### src/rtl/vgac_pkg.sv
// vgac_pkg: shared pixel/SRAM widths, grant encoding and SRAM address packing
package vgac_pkg;
    localparam int PIXEL_W = 16;
    localparam int COORD_W = 10;
    localparam int SRAM_ADDR_W = 20;
    typedef enum logic [1:0] {
        GRANT_IDLE,
        GRANT_READ,
        GRANT_WRITE,
        GRANT_FORCE
    } grant_e;
    function automatic logic [SRAM_ADDR_W-1:0] pack_addr(
        input logic [COORD_W-1:0] y,
        input logic [COORD_W-1:0] x
    );
        return {y, x};
    endfunction
endpackage

### src/rtl/sram_wr_fifo.sv
// sram_wr_fifo: synchronous write-buffer FIFO with occupancy count
module sram_wr_fifo #(
    parameter int W = 36,
    parameter int DEPTH = 8
) (
    input  logic                   clk,
    input  logic                   rst,
    input  logic                   push,
    input  logic                   pop,
    input  logic [W-1:0]           din,
    output logic [W-1:0]           dout,
    output logic [$clog2(DEPTH):0] level,
    output logic                   full,
    output logic                   empty
);
    localparam int AW = $clog2(DEPTH);
    logic [W-1:0] mem [DEPTH];
    logic [AW-1:0] wr_ptr;
    logic [AW-1:0] rd_ptr;
    logic do_push;
    logic do_pop;
    always_comb begin
        full = level == (AW+1)'(DEPTH);
        empty = level == '0;
        do_push = push && !full;
        do_pop = pop && !empty;
        dout = mem[rd_ptr];
    end
    // Pointers are exactly AW bits wide, so they wrap modulo DEPTH on their own
    always_ff @(posedge clk) begin
        if (rst) begin
            wr_ptr <= '0;
            rd_ptr <= '0;
            level <= '0;
        end else begin
            wr_ptr <= wr_ptr + AW'(do_push);
            rd_ptr <= rd_ptr + AW'(do_pop);
            level <= level + (AW+1)'(do_push) - (AW+1)'(do_pop);
        end
    end
    always_ff @(posedge clk) begin
        if (do_push) mem[wr_ptr] <= din;
    end
endmodule

### src/rtl/sram_arbiter.sv
// sram_arbiter: shares one SRAM port between never-stalling pixel reads and FIFO-buffered capture writes
module sram_arbiter
    import vgac_pkg::*;
#(
    parameter int ADDR_W = SRAM_ADDR_W,
    parameter int DATA_W = PIXEL_W,
    parameter int READ_LATENCY = 3,
    parameter int FIFO_DEPTH = 8,
    parameter int FORCE_LEVEL = 6
) (
    input  logic                        clk,
    input  logic                        rst,
    input  logic                        rd_req,
    input  logic [COORD_W-1:0]          rd_x,
    input  logic [COORD_W-1:0]          rd_y,
    output logic [DATA_W-1:0]           rd_data,
    output logic                        rd_valid,
    output logic                        rd_skip,
    input  logic                        wr_valid,
    output logic                        wr_ready,
    input  logic [COORD_W-1:0]          wr_x,
    input  logic [COORD_W-1:0]          wr_y,
    input  logic [DATA_W-1:0]           wr_data,
    output logic                        mem_re,
    output logic                        mem_we,
    output logic [ADDR_W-1:0]           mem_addr,
    output logic [DATA_W-1:0]           mem_wdata,
    input  logic [DATA_W-1:0]           mem_rdata,
    output logic [$clog2(FIFO_DEPTH):0] fifo_level,
    output logic [15:0]                 drop_count,
    output logic [15:0]                 skip_count
);
    logic fifo_full;
    logic fifo_empty;
    logic pop;
    logic [ADDR_W+DATA_W-1:0] head;
    grant_e grant;
    grant_e grant_q;
    logic [1:0] tag [READ_LATENCY+1];
    assign wr_ready = !fifo_full;
    assign pop = grant == GRANT_WRITE || grant == GRANT_FORCE;
    sram_wr_fifo #(
        .W     (ADDR_W + DATA_W),
        .DEPTH (FIFO_DEPTH)
    ) u_fifo (
        .clk   (clk),
        .rst   (rst),
        .push  (wr_valid && wr_ready),
        .pop   (pop),
        .din   ({pack_addr(wr_y, wr_x), wr_data}),
        .dout  (head),
        .level (fifo_level),
        .full  (fifo_full),
        .empty (fifo_empty)
    );
    always_ff @(posedge clk) begin
        if (rst) grant_q <= GRANT_IDLE;
        else grant_q <= grant;
    end
    always_comb begin
        grant = !fifo_empty && int'(fifo_level) >= FORCE_LEVEL ? GRANT_FORCE :
                rd_req ? GRANT_READ :
                !fifo_empty ? GRANT_WRITE : GRANT_IDLE;
    end
    always_comb begin
        mem_re = grant_q == GRANT_READ;
        mem_we = grant_q == GRANT_WRITE || grant_q == GRANT_FORCE;
    end
    always_ff @(posedge clk) begin
        if (rst) begin
            mem_addr <= '0;
            mem_wdata <= '0;
        end else if (grant == GRANT_READ) begin
            mem_addr <= pack_addr(rd_y, rd_x);
        end else if (pop) begin
            mem_addr <= head[ADDR_W+DATA_W-1:DATA_W];
            mem_wdata <= head[DATA_W-1:0];
        end
    end
    // tag = {serviced, skipped}; the extra stage lines the tag up with mem_rdata
    always_ff @(posedge clk) begin
        if (rst) begin
            for (int i = 0; i <= READ_LATENCY; i++) tag[i] <= '0;
            rd_valid <= 1'b0;
            rd_skip <= 1'b0;
            rd_data <= '0;
            skip_count <= '0;
            drop_count <= '0;
        end else begin
            tag[0] <= {grant == GRANT_READ, rd_req && grant == GRANT_FORCE};
            for (int i = 1; i <= READ_LATENCY; i++) tag[i] <= tag[i-1];
            rd_valid <= tag[READ_LATENCY][1];
            rd_skip <= tag[READ_LATENCY][0];
            if (tag[READ_LATENCY][1]) rd_data <= mem_rdata;
            if (tag[READ_LATENCY][0] && skip_count != '1) skip_count <= skip_count + 1'b1;
            if (wr_valid && !wr_ready && drop_count != '1) drop_count <= drop_count + 1'b1;
        end
    end
endmodule

### config.mk
export PLATFORM = sky130hd
export DESIGN_NAME = sram_arbiter
export DESIGN_NICKNAME = d
export VERILOG_FILES = /design/src/rtl/vgac_pkg.sv /design/src/rtl/sram_wr_fifo.sv /design/src/rtl/sram_arbiter.sv
export SDC_FILE = /design/constraint.sdc
export NUM_CORES = 1
export LEC_CHECK = 0
export BUFFER_PORTS_ARGS = -buffer_cell sky130_fd_sc_hd__buf_2
export CORE_MARGIN = 10
export CORE_UTILIZATION = 53
export DETAILED_ROUTE_END_ITERATION = 7
export PLACE_DENSITY = 0.74
export SKIP_LAST_GASP = 1
export SYNTH_ARGS = -nofsm -noshare
export SYNTH_HDL_FRONTEND = slang
export SYNTH_SLANG_ARGS = --single-unit
### constraint.sdc
create_clock -name clk -period 3.7 [get_ports clk]
set_clock_uncertainty 0.15 [all_clocks]
set_input_delay 0.185 -clock clk [delete_from_list [all_inputs] [get_ports clk]]
set_output_delay 0.185 -clock clk [all_outputs]
set_load 0.02 [all_outputs]
== Word-level counts from Yosys, hierarchy flattened ==
Memory sizes are Yosys's and may differ from the RTL's. A register that Yosys moved wholly into a read port is not among the register bits.
Cells that the tools add are included.

* Flip-flop bits (word level): 98
* RAM bits: 296
* Input port bits: 76
* Output and inout bits: 93
* Memories: 2

{| class="wikitable"
|+ Memories
! name !! words !! bits a word !! rd ports !! clocked after Yosys merged registers in !! write ports !! line !! source
|-
| u_fifo.mem || 8 || 36 || 1 || 1 || 1 || sram_wr_fifo.sv:17 || <nowiki>logic [W-1:0] mem [DEPTH];</nowiki>
|-
| tag || 4 || 2 || 4 || 0 || 4 || sram_arbiter.sv:39 || <nowiki>logic [1:0] tag [READ_LATENCY+1];</nowiki>
|}

* $add $sub $neg: 6
* Magnitude comparators: 1
* Equal/unequal tests: 9
* Muxes and demuxes: 15
* Bitwise gates (word level): 5
* Reductions and logical operators: 15

{| class="wikitable"
|+ Operators with widths
! operator !! number
|-
| 2-to-1 mux 20 bit || 2
|-
| adder 16 x 1 -> 16 bit (second input constant) || 2
|-
| inequality test 16 bit (second input constant) || 2
|-
| 2-to-1 mux 2 bit || 7
|-
| equality test 2 bit (second input constant) || 4
|-
| logical AND 1 bit || 8
|-
| adder 3 x 1 -> 3 bit || 2
|-
| 2-to-1 mux 1 bit || 5
|-
| adder 4 x 1 -> 4 bit || 1
|-
| equality test 2 x 1 -> 1 bit (second input constant) || 2
|-
| equality test 4 bit (second input constant) || 1
|-
| >= comparator 4 x 3 -> 1 bit (second input constant) || 1
|-
| zero test 4 bit || 1
|-
| OR 1 bit || 4
|-
| subtractor 4 x 1 -> 4 bit || 1
|-
| 2-to-1 mux 3 bit || 1
|-
| zero test 1 bit || 2
|-
| logical OR 1 bit || 2
|-
| AND reduction 2 bit || 1
|-
| nonzero test 2 bit || 1
|-
| NOT 1 bit || 1
|}

== Longest topological paths before layout ==
* Depth in word-level cells: 9
* Gate-level depth with buffers: 15

== Cells and area by module ==
A second synthesis with hierarchy kept.

* Cells, all modules: 933
* Area total of the unflattened synthesis: 15,685.0 um^2

{| class="wikitable"
|+ By module, submodules not included
! module !! times used !! cells an instance !! area an instance (um^2) !! seq. area each (um^2)
|-
| sram_wr_fifo || 1 || 480 || 11,654.9 || 8,848.5
|-
| sram_arbiter || 1 || 453 || 4,030.1 || 1,921.8
|}

== Worst setup path after synthesis ==
Ideal clock, no wire load.

* Path kind: register to register
* Start point: register u_fifo.level[2]
* End point: memory u_fifo.mem[0][0], enable pin
* Library setup time: 474 ps
* Data arrival time: 3,635 ps
* Required time: 3,076 ps
* Setup slack: -559 ps
* Stages on the path, launching flop included: 6
* Buffers on the path: 0
* Period minus slack after synthesis: 4,259 ps
* Cells stage by stage: dfxtp_1 -> inv_1 -> ha_1 -> nand2_1 -> nand3b_1 -> nor3_1

* Word-level cells in the longest chain between the ends: 6

{| class="wikitable"
|+ Ends and longest elaborated chain
! element !! line !! source
|-
| from (decl) || sram_wr_fifo.sv:12 || <nowiki>output logic [$clog2(DEPTH):0] level,</nowiki>
|-
| from (signal assigned) || sram_wr_fifo.sv:38 || <nowiki>level <= level + (AW+1)'(do_push) - (AW+1)'(do_pop);</nowiki>
|-
| equality test 4 bit (*) || sram_wr_fifo.sv:23 || <nowiki>full = level == (AW+1)'(DEPTH);</nowiki>
|-
| zero test 1 bit (*) || sram_arbiter.sv:40 || <nowiki>assign wr_ready = !fifo_full;</nowiki>
|-
| named net wr_ready || sram_arbiter.sv:20 || <nowiki>output logic wr_ready,</nowiki>
|-
| logical AND 1 bit || sram_arbiter.sv:48 || <nowiki>.push (wr_valid && wr_ready),</nowiki>
|-
| logical AND 1 bit (*) || sram_wr_fifo.sv:25 || <nowiki>do_push = push && !full;</nowiki>
|-
| 2-to-1 mux 1 bit (*) || sram_wr_fifo.sv:42 || <nowiki>if (do_push) mem[wr_ptr] <= din;</nowiki>
|-
| 2-to-1 mux 1 bit (not written as such) (*) || sram_wr_fifo.sv:42 ||
|-
| to (decl) || sram_wr_fifo.sv:17 ||
|}

Mark *: on every way through the listed nets, which the timed path passes. The rest lies on a longest branch.

== Worst setup path after layout ==
* Start point: register u_fifo.level[3]
* End point: register u_fifo.level[2]

* Word-level cells in the longest chain between the ends: 8
* Elaborated cells on any way between the ends: 17

{| class="wikitable"
|+ Ends and longest elaborated chain
! element !! line
|-
| branches (longest 7 deep; another with >= comparator 4 x 3 -> 1 bit) || --
|-
| subtractor 4 x 1 -> 4 bit (*) || sram_wr_fifo.sv:38
|}

Every way passes the cells marked *.
A chain may end at the register's enable or synchronous reset.

==> results.cfg <==
[run_status]
status = finished, final reports clean

[cts]
tritoncts = done
numCtsBuffers = 41
clock_sink_count = 394
clk_latency_ps = 530
clockBufferDepth = 3
cts.htree.levels = 2
cts.clk_slew.worst_paths_ps = 60
cts_setup_buffers = 0
clk_root_buffer_cell = sky130_fd_sc_hd__clkbuf_16
cts_repair_resize_count = 0
postCtsHoldBufs = 73

[place]
dp_hpwl_um = 21150
dpl_worst_slack_ps = 1064
io_buffer_count = 168
finalWeightedCongestion = 0.8400

[worst_setup_path]
worstSetupPathType = reg2reg
critPathLaunch = u_fifo.level[3]
crit_slowest_cell = sky130_fd_sc_hd__fa_1
max_stage_delay_ps = 370
path_buf_inv = 4
cpLargestDelayFamily = adder cells
crit_top_cell = sky130_fd_sc_hd__inv_1
crit-reg2reg-launch = u_fifo.level[3]
crit_fanout = 5
crit_arrival_ps = 2870
worst-endpoint-required_ps = 3920
critPathLaunchType = register
cp_cell_sequence = inv_1 -> ha_1 -> nor2b_1 -> o21ai_4 -> nand2_1 -> inv_1 -> ha_1 -> inv_1 -> ha_1 -> inv_1 -> fa_1 -> xor2_1 -> nor2_1
timing.critical_path.to_type = register

[die]
top_level_ports = 169
initial_cell_density_of_the_core_pct = 53.41
die_h_um = 189.6
placeableCoreArea_mm2 = 0.02855
placement_row_count = 62
die_area_mm2 = 0.03595
die-width_um = 189.6

[timing]
finalSetupViolCount = 0
achievable-frequency_ghz = 0.3771
timing.final.max_slew_violations = 0
totalNegativeSetupSlack_ps = 0
report.final.hold_viol_count = 0
fin_ws_ps = 1049
slew_headroom_pct = 31.44
finalHoldWorstSlack_ps = 53.33
grt_setup_unrepaired = false
final_min_period_over_clock_period_pct = 71.66
period_needed_ps = 2651
worst_pin_slew_ps = 1028

[min_path]
min_from = wr_valid
worst_hold_path_type = in2reg

[pwr]
peakVddDrop_mv = 0.4908
power_leakage_nw = 6.455
power.density_mw_per_mm2 = 644.7

[finish]
drive_gt1_share_pct = 29.04
mostFrequentLayoutCell = sky130_fd_sc_hd__edfxtp_1
finish.net_count = 1239
growth_of_design_area_from_synthesis_to_finish_pct = 22.74
mostFrequentLayoutCells = sky130_fd_sc_hd__edfxtp_1, sky130_fd_sc_hd__buf_2, sky130_fd_sc_hd__dfxtp_1
antenna-diode-count = 0

[grt]
global_route_congestion_overflow_total = 0
groute.usage.overall_pct = 19.00
grt_pass1_wl_um = 53960
maximum_number_of_pins_on_one_net_before_global_route_repair = 95
grt_antenna_before_repair = 0
via_count_of_the_first_global_routing_pass = 9385

[detailed_routing]
number_of_antenna_violating_nets_in_the_routed_design = 0
via_per_inst = 5.771
routed_wire_length_per_instance_um = 21.95
via_count = 9031
drt_total_wl_um = 34350
drc_viols = 0
initialDrtViolationCount = 583
detail_route.first_pass.iterations = 5

[synthesis]
async_flop_share_pct = 0
syn_area_mm2 = 0.01525
avgSynthCellArea_um2 = 16.92
yosysWarningCount = 0
ys_seq_elements = 394
synth_sequential_area_ratio_pct = 70.64
synthCells = 901
synth_top_flop_cell = sky130_fd_sc_hd__edfxtp_1
syn-num-nets = 991
distinct_cell_type_count_after_synthesis = 51
synth-edff-count = 288

[job]
cap_viol_max_count = 0
[cells in the mapped netlist (3+ instances only)]
cell type                  count  area, um2
sky130_fd_sc_hd__edfxtp_1    288       8648
sky130_fd_sc_hd__nand2_1      14      52.55
sky130_fd_sc_hd__a22oi_1       4      30.03
sky130_fd_sc_hd__a21oi_1      38      190.2
sky130_fd_sc_hd__mux4_2       72       1622
sky130_fd_sc_hd__or4_1         8      60.06
sky130_fd_sc_hd__o31ai_1       7      52.55
sky130_fd_sc_hd__nor4_1        5      31.28
sky130_fd_sc_hd__o22ai_1       4      25.02
sky130_fd_sc_hd__xnor2_1       3      26.28
sky130_fd_sc_hd__nor2_1       45      168.9
sky130_fd_sc_hd__and3_1        5      31.28
sky130_fd_sc_hd__nor3_1        8      40.04
sky130_fd_sc_hd__o21ai_0      10      50.05
sky130_fd_sc_hd__nand2b_1      3      18.77
sky130_fd_sc_hd__buf_1        10      37.54
sky130_fd_sc_hd__a31oi_1      16      100.1
sky130_fd_sc_hd__dfxtp_1     106       2122
sky130_fd_sc_hd__ha_1         13      162.7
sky130_fd_sc_hd__nand4_1      12      75.07
sky130_fd_sc_hd__and2_1        3      18.77
sky130_fd_sc_hd__mux2i_1      55      550.5
sky130_fd_sc_hd__buf_2        13      65.06
sky130_fd_sc_hd__inv_1        16      60.06
sky130_fd_sc_hd__nor2b_1      23      143.9
sky130_fd_sc_hd__clkbuf_1     29      108.9
sky130_fd_sc_hd__nand3_1      13      65.06
sky130_fd_sc_hd__a311oi_1     16      140.1
sky130_fd_sc_hd__o41ai_1       5      43.79
sky130_fd_sc_hd__or3_1         9      56.30
sky130_fd_sc_hd__mux2_2        7      78.83
sky130_fd_sc_hd__o221ai_1     16      140.1
[tightest hold or removal path, cell delays in order]
cell and delay (ps):
sky130_fd_sc_hd__buf_2 120, sky130_fd_sc_hd__and2_1 160, sky130_fd_sc_hd__ha_1 120, sky130_fd_sc_hd__nor2b_1 110
[final cells by class]
class                           count  area, um2
Clock inverter                     16      215.2
Inverter                           16      60.06
Sequential cell                   394      10780
Tap cell                          384      480.5
Multi-Input combinational cell    437       4274
Clock buffer                       59       1159
Timing Repair Buffer              259       1747
Fill cell                        1975       9833
[final timing paths]
check,end,slack (ps),cells after the start
worst min-delay path,u_fifo.wr_ptr[0],50,4
worst max register to register,u_fifo.level[2],1050,13
worst min register to register,tag[2][0],280,1
worst max-delay path,u_fifo.level[2],1050,13
[power by group]
group          leakage (nW)  switching, mW  internal (mW)
Sequential             3.48          0.289           5.15
Combinational          2.30           1.40           1.08
Clock                 0.673           1.61           2.53
Total                  6.46           3.30           8.76
[per-layer routing]
| metal | wire, um | GRT usage (%) | share of wire (%) | up-vias |
|---|---|---|---|---|
| li1 | - | - | - | 4115 |
| met1 | 14450 | 24.72 | 42 | 4553 |
| met2 | 17030 | 31.96 | 50 | 306 |
| met3 | 2103 | 3.790 | 6.1 | 57 |
| met4 | 770 | 5.372 | 2.2 | 0 |
| met5 | 0 | 0 | 0 | - |
[through the flow]
stage	std cells	area (um2)	power (mW)	utilization (%)
finish	1565	18710	12.07	65.55
global route	1565	18710	12.60	65.55
CTS	1565	18710	12.19	65.55
detailed placement	1417	16610	7.977	58.18
global placement	1417	16610	7.916	58.18
floorplan	901	15260	7.140	-
[registers in the layout, summed over array words and instances, names as in the netlist]
register / cells
u_fifo.level: 4
mem_addr: 20
u_fifo.rd_ptr: 3
drop_count: 16
skip_count: 16
rd_skip: 1
grant_q: 2
rd_data: 16
u_fifo.wr_ptr: 3
u_fifo.mem: 288
tag: 8
mem_wdata: 16
rd_valid: 1
[cells by family (layout without fill, tap and decap cells)]
family / Yosys count / after routing / synth area share (%)
flip-flops: 394 / 394 / 70.64
buffers and inverters: 70 / 350 / 1.863
multiplexers: 134 / 134 / 14.76
XOR/XNOR: 5 / 5 / 0.2873
adder cells (fa/ha/maj): 14 / 14 / 1.198
AO/OA/AOI/OAI: 128 / 128 / 5.687
AND/OR/NAND/NOR: 156 / 156 / 5.564
No activity file was read; power rests on OpenSTA's default activity.
